==> src/rtl/ysyx_22041412_clint.sv <==
// Core-local interruptor: memory-mapped mtime/mtimecmp machine timer and msip software interrupt.
// Latency: a request accepted at edge T has its response valid from T+1. mtip_o lags the compare by one register.
// Backpressure: one request in flight. req_ready is low while a response waits for rsp_ready.
//
// Ports:
//   clk, rst                  clock and synchronous active-high reset
//   req_valid/req_ready       request handshake; req_wen selects write (1) or read (0)
//   req_addr                  64-bit byte address. Only the three 8-byte-aligned registers decode.
//   req_wdata/req_wmask       write data and per-byte enables
//   rsp_valid/rsp_ready       response handshake
//   rsp_rdata/rsp_err         read data (0 for writes and errors), decode error flag
//   mtip_o                    timer interrupt pending, level
//   msip_o                    software interrupt pending, level
module ysyx_22041412_clint #(
  parameter int unsigned TICK_DIV = 1,
  parameter logic [63:0] BASE     = 64'h0000_0000_0200_0000
) (
  input  logic        clk,
  input  logic        rst,
  input  logic        req_valid,
  output logic        req_ready,
  input  logic        req_wen,
  input  logic [63:0] req_addr,
  input  logic [63:0] req_wdata,
  input  logic [7:0]  req_wmask,
  output logic        rsp_valid,
  input  logic        rsp_ready,
  output logic [63:0] rsp_rdata,
  output logic        rsp_err,
  output logic        mtip_o,
  output logic        msip_o
);

  localparam logic [63:0] ADDR_MSIP     = BASE;
  localparam logic [63:0] ADDR_MTIMECMP = BASE + 64'h0000_0000_0000_4000;
  localparam logic [63:0] ADDR_MTIME    = BASE + 64'h0000_0000_0000_BFF8;
  // The prescaler counts 0..TICK_DIV-1. TICK_DIV=1 gives a tick on every cycle.
  localparam logic [15:0] TCNT_LAST     = 16'(TICK_DIV - 1);

  typedef enum logic {
    ST_IDLE = 1'b0,
    ST_RESP = 1'b1
  } state_e;

  // Handshake FSM and its registered outputs
  state_e      state_q;
  logic        req_ready_q;
  logic        rsp_valid_q;
  logic [63:0] rsp_rdata_q;
  logic        rsp_err_q;

  // Timer and software-interrupt state
  logic [15:0] tcnt_q, tcnt_d;
  logic [63:0] mtime_q, mtime_d;
  logic [63:0] mtimecmp_q, mtimecmp_d;
  logic        msip_q, msip_d;
  logic        mtip_q;

  // Request decode
  logic        accept;
  logic        aligned;
  logic        hit_msip, hit_mtimecmp, hit_mtime;
  logic        dec_err;
  logic        wr_msip, wr_mtimecmp, wr_mtime;
  logic [63:0] wmask64;
  logic [63:0] rd_data;
  logic        tick;

  always_comb begin
    accept       = (state_q == ST_IDLE) && req_valid;
    aligned      = (req_addr[2:0] == 3'b000);
    hit_msip     = aligned && (req_addr == ADDR_MSIP);
    hit_mtimecmp = aligned && (req_addr == ADDR_MTIMECMP);
    hit_mtime    = aligned && (req_addr == ADDR_MTIME);
    dec_err      = !(hit_msip || hit_mtimecmp || hit_mtime);

    // An erroring request never matches a register, so decode errors have no side effects.
    wr_msip      = accept && req_wen && hit_msip;
    wr_mtimecmp  = accept && req_wen && hit_mtimecmp;
    wr_mtime     = accept && req_wen && hit_mtime;
  end

  // Expand the byte enables into a bit mask.
  always_comb begin
    wmask64 = '0;
    for (int i = 0; i < 8; i++) begin
      wmask64[8*i +: 8] = {8{req_wmask[i]}};
    end
  end

  // Read data is sampled from the current register values, before any update at the accept edge.
  // Writes and decode errors return zero.
  always_comb begin
    rd_data = '0;
    if (!req_wen && !dec_err) begin
      if (hit_msip) begin
        rd_data = {63'b0, msip_q};
      end else if (hit_mtimecmp) begin
        rd_data = mtimecmp_q;
      end else begin
        rd_data = mtime_q;
      end
    end
  end

  // Prescaler and register next-state
  always_comb begin
    tick = (tcnt_q == TCNT_LAST);

    tcnt_d = tick ? 16'd0 : tcnt_q + 16'd1;

    // A software write to mtime overrides a tick on the same edge. The tick is lost and
    // the prescaler keeps its phase.
    mtime_d = tick ? mtime_q + 64'd1 : mtime_q;
    if (wr_mtime) begin
      mtime_d = (mtime_q & ~wmask64) | (req_wdata & wmask64);
    end

    mtimecmp_d = mtimecmp_q;
    if (wr_mtimecmp) begin
      mtimecmp_d = (mtimecmp_q & ~wmask64) | (req_wdata & wmask64);
    end

    // Only bit 0 of msip is implemented. Upper bits are read as zero and writes to them are ignored.
    msip_d = msip_q;
    if (wr_msip) begin
      msip_d = (msip_q & ~wmask64[0]) | (req_wdata[0] & wmask64[0]);
    end
  end

  always_ff @(posedge clk) begin
    if (rst) begin
      tcnt_q     <= 16'd0;
      mtime_q    <= 64'd0;
      mtimecmp_q <= 64'hFFFF_FFFF_FFFF_FFFF;
      msip_q     <= 1'b0;
      mtip_q     <= 1'b0;
    end else begin
      tcnt_q     <= tcnt_d;
      mtime_q    <= mtime_d;
      mtimecmp_q <= mtimecmp_d;
      msip_q     <= msip_d;
      // The compare uses this cycle's register values, so every change reaches mtip_o one edge later.
      // The level stays set until software moves mtimecmp above mtime or moves mtime below mtimecmp.
      mtip_q     <= (mtime_q >= mtimecmp_q);
    end
  end

  // Handshake FSM. The response is captured at the accept edge and held until it is taken.
  always_ff @(posedge clk) begin
    if (rst) begin
      state_q     <= ST_IDLE;
      req_ready_q <= 1'b1;
      rsp_valid_q <= 1'b0;
      rsp_rdata_q <= 64'd0;
      rsp_err_q   <= 1'b0;
    end else begin
      case (state_q)
        ST_IDLE: begin
          if (req_valid) begin
            state_q     <= ST_RESP;
            req_ready_q <= 1'b0;
            rsp_valid_q <= 1'b1;
            rsp_rdata_q <= rd_data;
            rsp_err_q   <= dec_err;
          end
        end
        ST_RESP: begin
          if (rsp_ready) begin
            state_q     <= ST_IDLE;
            req_ready_q <= 1'b1;
            rsp_valid_q <= 1'b0;
          end
        end
        default: begin
          state_q     <= ST_IDLE;
          req_ready_q <= 1'b1;
          rsp_valid_q <= 1'b0;
        end
      endcase
    end
  end

  assign req_ready = req_ready_q;
  assign rsp_valid = rsp_valid_q;
  assign rsp_rdata = rsp_rdata_q;
  assign rsp_err   = rsp_err_q;
  assign mtip_o    = mtip_q;
  assign msip_o    = msip_q;

endmodule

==> config.mk <==
export PLATFORM = sky130hd
export DESIGN_NAME = ysyx_22041412_clint
export DESIGN_NICKNAME = d
export VERILOG_FILES = /design/src/rtl/ysyx_22041412_clint.sv
export SDC_FILE = /design/constraint.sdc
export NUM_CORES = 1
export LEC_CHECK = 0
export ABC_AREA = 1
export CORE_ASPECT_RATIO = 0.6
export CORE_MARGIN = 2
export CORE_UTILIZATION = 60
export CTS_CLUSTER_DIAMETER = 40
export DETAILED_ROUTE_END_ITERATION = 12
export GPL_TIMING_DRIVEN = 0
export PLACE_DENSITY = 0.95
export SLEW_MARGIN = 20
export SYNTH_ARGS = -nofsm -noshare
export SYNTH_HDL_FRONTEND = slang
export SYNTH_SLANG_ARGS = --single-unit
==> constraint.sdc <==
create_clock -name clk -period 3.3 [get_ports clk]
set_input_delay 0.825 -clock clk [delete_from_list [all_inputs] [get_ports clk]]
set_output_delay 0.825 -clock clk [all_outputs]
set_load 0.005 [all_outputs]
==> impl_metrics.csv <==
group,metric,value,unit
run_status,status,"finished, final reports clean",
power_and_ir_drop,power-per-cell-area,346,mW/mm2
detailed_routing,drt_first_iter_violations,2611,
worst_setup_path,r2r_setup_slack,0.63,ns
clocking,cts.htree.levels,1,
yosys,netlist_top_cells_area,"dfxtp_1, nand2_1, nand3_1",
floorplan,die_h,121,um
yosys,yosys.area.top_type_share,0.313,
cells_and_area,finalCoreUtilization,0.762,
worst_setup_path,worst_ep_required_time,3.76,ns
yosys,mappedNetlistNets,2399,
global_routing,grt_max_degree,15,
yosys,synthCells,2191,
clocking,cts_root_buf,"clkbuf_16",
timing,tightest_slew,1.20,ns
timing,setup_slack,0.111,ns
clocking,tritoncts_num_sinks,214,
clocking,clk_pin_slew,0.06,ns
min_path,min-delay-path-class,"reg -> reg",
yosys,ys_top_cells_by_count,"nand2_1, nor2_1, nand3_1",
detailed_routing,firstDrtPassIters,8,
yosys,synthFlopType,"dfxtp_1",
worst_setup_path,path_max_fanout,10,
cells_and_area,drive_above_1_share,0.0480,
yosys,postSynth.asyncResetShare,0,
power_and_ir_drop,total_leakage_power,7.20,nW
clocking,tritoncts,"done",
min_path,min_delay_path_depth,1,
timing,fin_crit_sh,0.966,
yosys,synth_top_cell_by_area,"dfxtp_1",
floorplan,die_outline_area,0.0241,mm2
clocking,number_of_cts_inserted_buffers,25,
global_routing,globalRouteTotalUtil,0.464,
cells_and_area,diodes,0,
global_routing,grt_remaining_overflow,0,
timing,finalSetupViolations,0,
cells_and_area,layoutNonFillerInstCount,2748,
yosys,synth_sequential_area_ratio,0.313,
yosys,synth.ff_latch_count,214,
timing,slew-limit-headroom,0.200,
detailed_routing,wl,57100,um
floorplan,core_outline_area,0.0222,mm2
global_routing,number_of_antenna_violations_at_the_first_check_in_global_routing,3,
cells_and_area,syn2layout_area_growth,23.7,%
yosys,synth_cell_types,41,
detailed_routing,dr_total_vias,17100,
power_and_ir_drop,vdd.ir_drop.worst,0.446,mV
placement,dpl-instance-area,0.0161,mm2
global_routing,first_global_vias,15800,
timing,clock-skew-final,0.0231,ns
detailed_routing,detail_route.drc_violations,0,
detailed_routing,drtAntennaViolNets,0,
min_path,timing.hold.worst_endpoint,"tcnt_q[0]",
cells_and_area,design_area,0.0169,mm2
worst_setup_path,timing_worst_setup_path_type,"in -> reg",
timing,rsz_0062_raised_after_global_routing,"false",
timing,finalSetupTns,0,ns
timing,report.final.slew_viol_count,0,
detailed_routing,route.detailed.vias_per_inst,6.21,
timing,min_period,3.19,ns
yosys,synth_area_per_cell,6.25,um2
global_routing,grt_first_pass_wirelength,85700,um
min_path,min_from,"tcnt_q[0]",
yosys,count_of_flip_flops_with_a_built_in_enable_after_synthesis,0,
worst_setup_path,worst-r2r-cell-count,11,
placement,dp_hpwl,43100,um
floorplan,initial_core_util,0.616,
placement,numPlacedInstances,2701,
placement,numPortBuffers,202,
worst_setup_path,worstSetupEndpointType,"flip-flop",
floorplan,core.rowCount,42,
floorplan,dieWidth,199,um
timing,timing_limited_maximum_frequency,314,MHz
worst_setup_path,arrival,3.65,ns
yosys,synth-warning-count,0,
worst_setup_path,start_kind,"primary input",
clocking,cts-hold-fix-buffers,0,
clocking,cts.path.max_buffers,3,
yosys,library_cell_with_the_highest_instance_count_after_synthesis,"nand2_1",
timing,hold_viol,0,
detailed_routing,avgRoutedWirePerCell,20.8,um
placement,dp_slack,-0.381,ns
yosys,netlist_area_before_placement,0.0137,mm2
floorplan,floorplan.io_pins,210,
run,max-cap-violations,0,
cells_and_area,fin_nets,2631,
placement,gpl.final_weighted_congestion,1.06,
timing,worst_hold_slack,0.462,ns
clocking,clk-insertion-delay-late,0.56,ns
power_and_ir_drop,total_power,5.86,mW
## timing repair
action	4_1_cts	5_1_grt
hold endpoints to repair	0	0
gates resized for setup	0	1
endpoints found under the setup margin	0	2
buffers inserted	0	3
## critical path, cell delays in order
cell and delay, ns:
clkdlybuf4s50_1 0.53, nor2_1 0.23, nand3_1 0.11, nor2_1 0.13, nand2_1 0.11, nor2_2 0.27, nand2_4 0.13, buf_6 0.20
clkbuf_1 0.25, o21ai_1 0.55, nand3_1 0.14, a21oi_1 0.16
## cell families after synthesis
group	synth area share
AO/OA/AOI/OAI	0.129
XOR/XNOR	0.0256
adder cells (fa/ha/maj)	0.0612
buffers and inverters	0.0803
flip-flops	0.313
AND/OR/NAND/NOR	0.391
## worst max path at each step
stage	depth (start not counted)	slack, ns	start	endpoint
6_report	12	0.11	req_addr[12]	rsp_rdata[33]
2_1_floorplan	13	1.07	req_addr[63]	rsp_rdata[37]
5_1_grt	12	0.13	req_addr[12]	rsp_rdata[33]
3_3_place_gp	9	-0.33	req_valid	flip-flop
3_5_place_dp	9	-0.38	req_valid	flip-flop
4_1_cts	9	0.16	req_valid	flip-flop
## where the power goes
| group | internal, mW | switching, mW |
|---|---|---|
| Clock | 1.56 | 1.24 |
| Combinational | 0.195 | 0.262 |
| Sequential | 2.59 | 0.0108 |
| Total | 4.35 | 1.51 |
## per-layer routing
metal  wire (um)  up-vias  track usage  share of wire
li1            -     7641            -              -
met1       22600     7681        0.634           0.39
met2       21900     1490        0.649           0.38
met3       10200      263        0.188           0.18
met4        2500        2        0.181          0.044
met5          32        -            0        0.00056
## placed cells by master, fill, tap and decap left out, types with 2 or more instances in the layout
cell type          n
a21boi_0           3
a21oi_1          153
buf_1              5
buf_2             20
buf_4              6
buf_6             11
clkbuf_1          56
clkbuf_16         25
clkbuf_8           3
clkdlybuf4s50_1  202
clkinv_2           3
clkinv_4           2
clkinvlp_4         3
dfxtp_1          214
ha_1              67
inv_1            162
inv_2              6
inv_6              3
nand2_1          670
nand2_2            8
nand3_1          240
nand3_2            2
nand3b_1           2
nand4_1           45
nor2_1           256
nor2_2            10
nor2_4             2
nor3_1            20
nor4_1             4
o211ai_1           4
o21a_1             4
o21ai_0          155
o21ai_1           14
o21ai_2            4
o21bai_1           2
xnor2_1           23
xor2_1            17
## layout make-up
type | count | area, um2
flip-flops and latches | 214 | 4280
clock inverters | 14 | 139
inverters | 168 | 631
multi-input cells | 1716 | 8300
well taps | 308 | 385
repair buffers | 205 | 2040
plain buffers | 93 | 468
clock buffers | 30 | 674
fillers | 1692 | 5300
(Power assumes the default switching activity.)
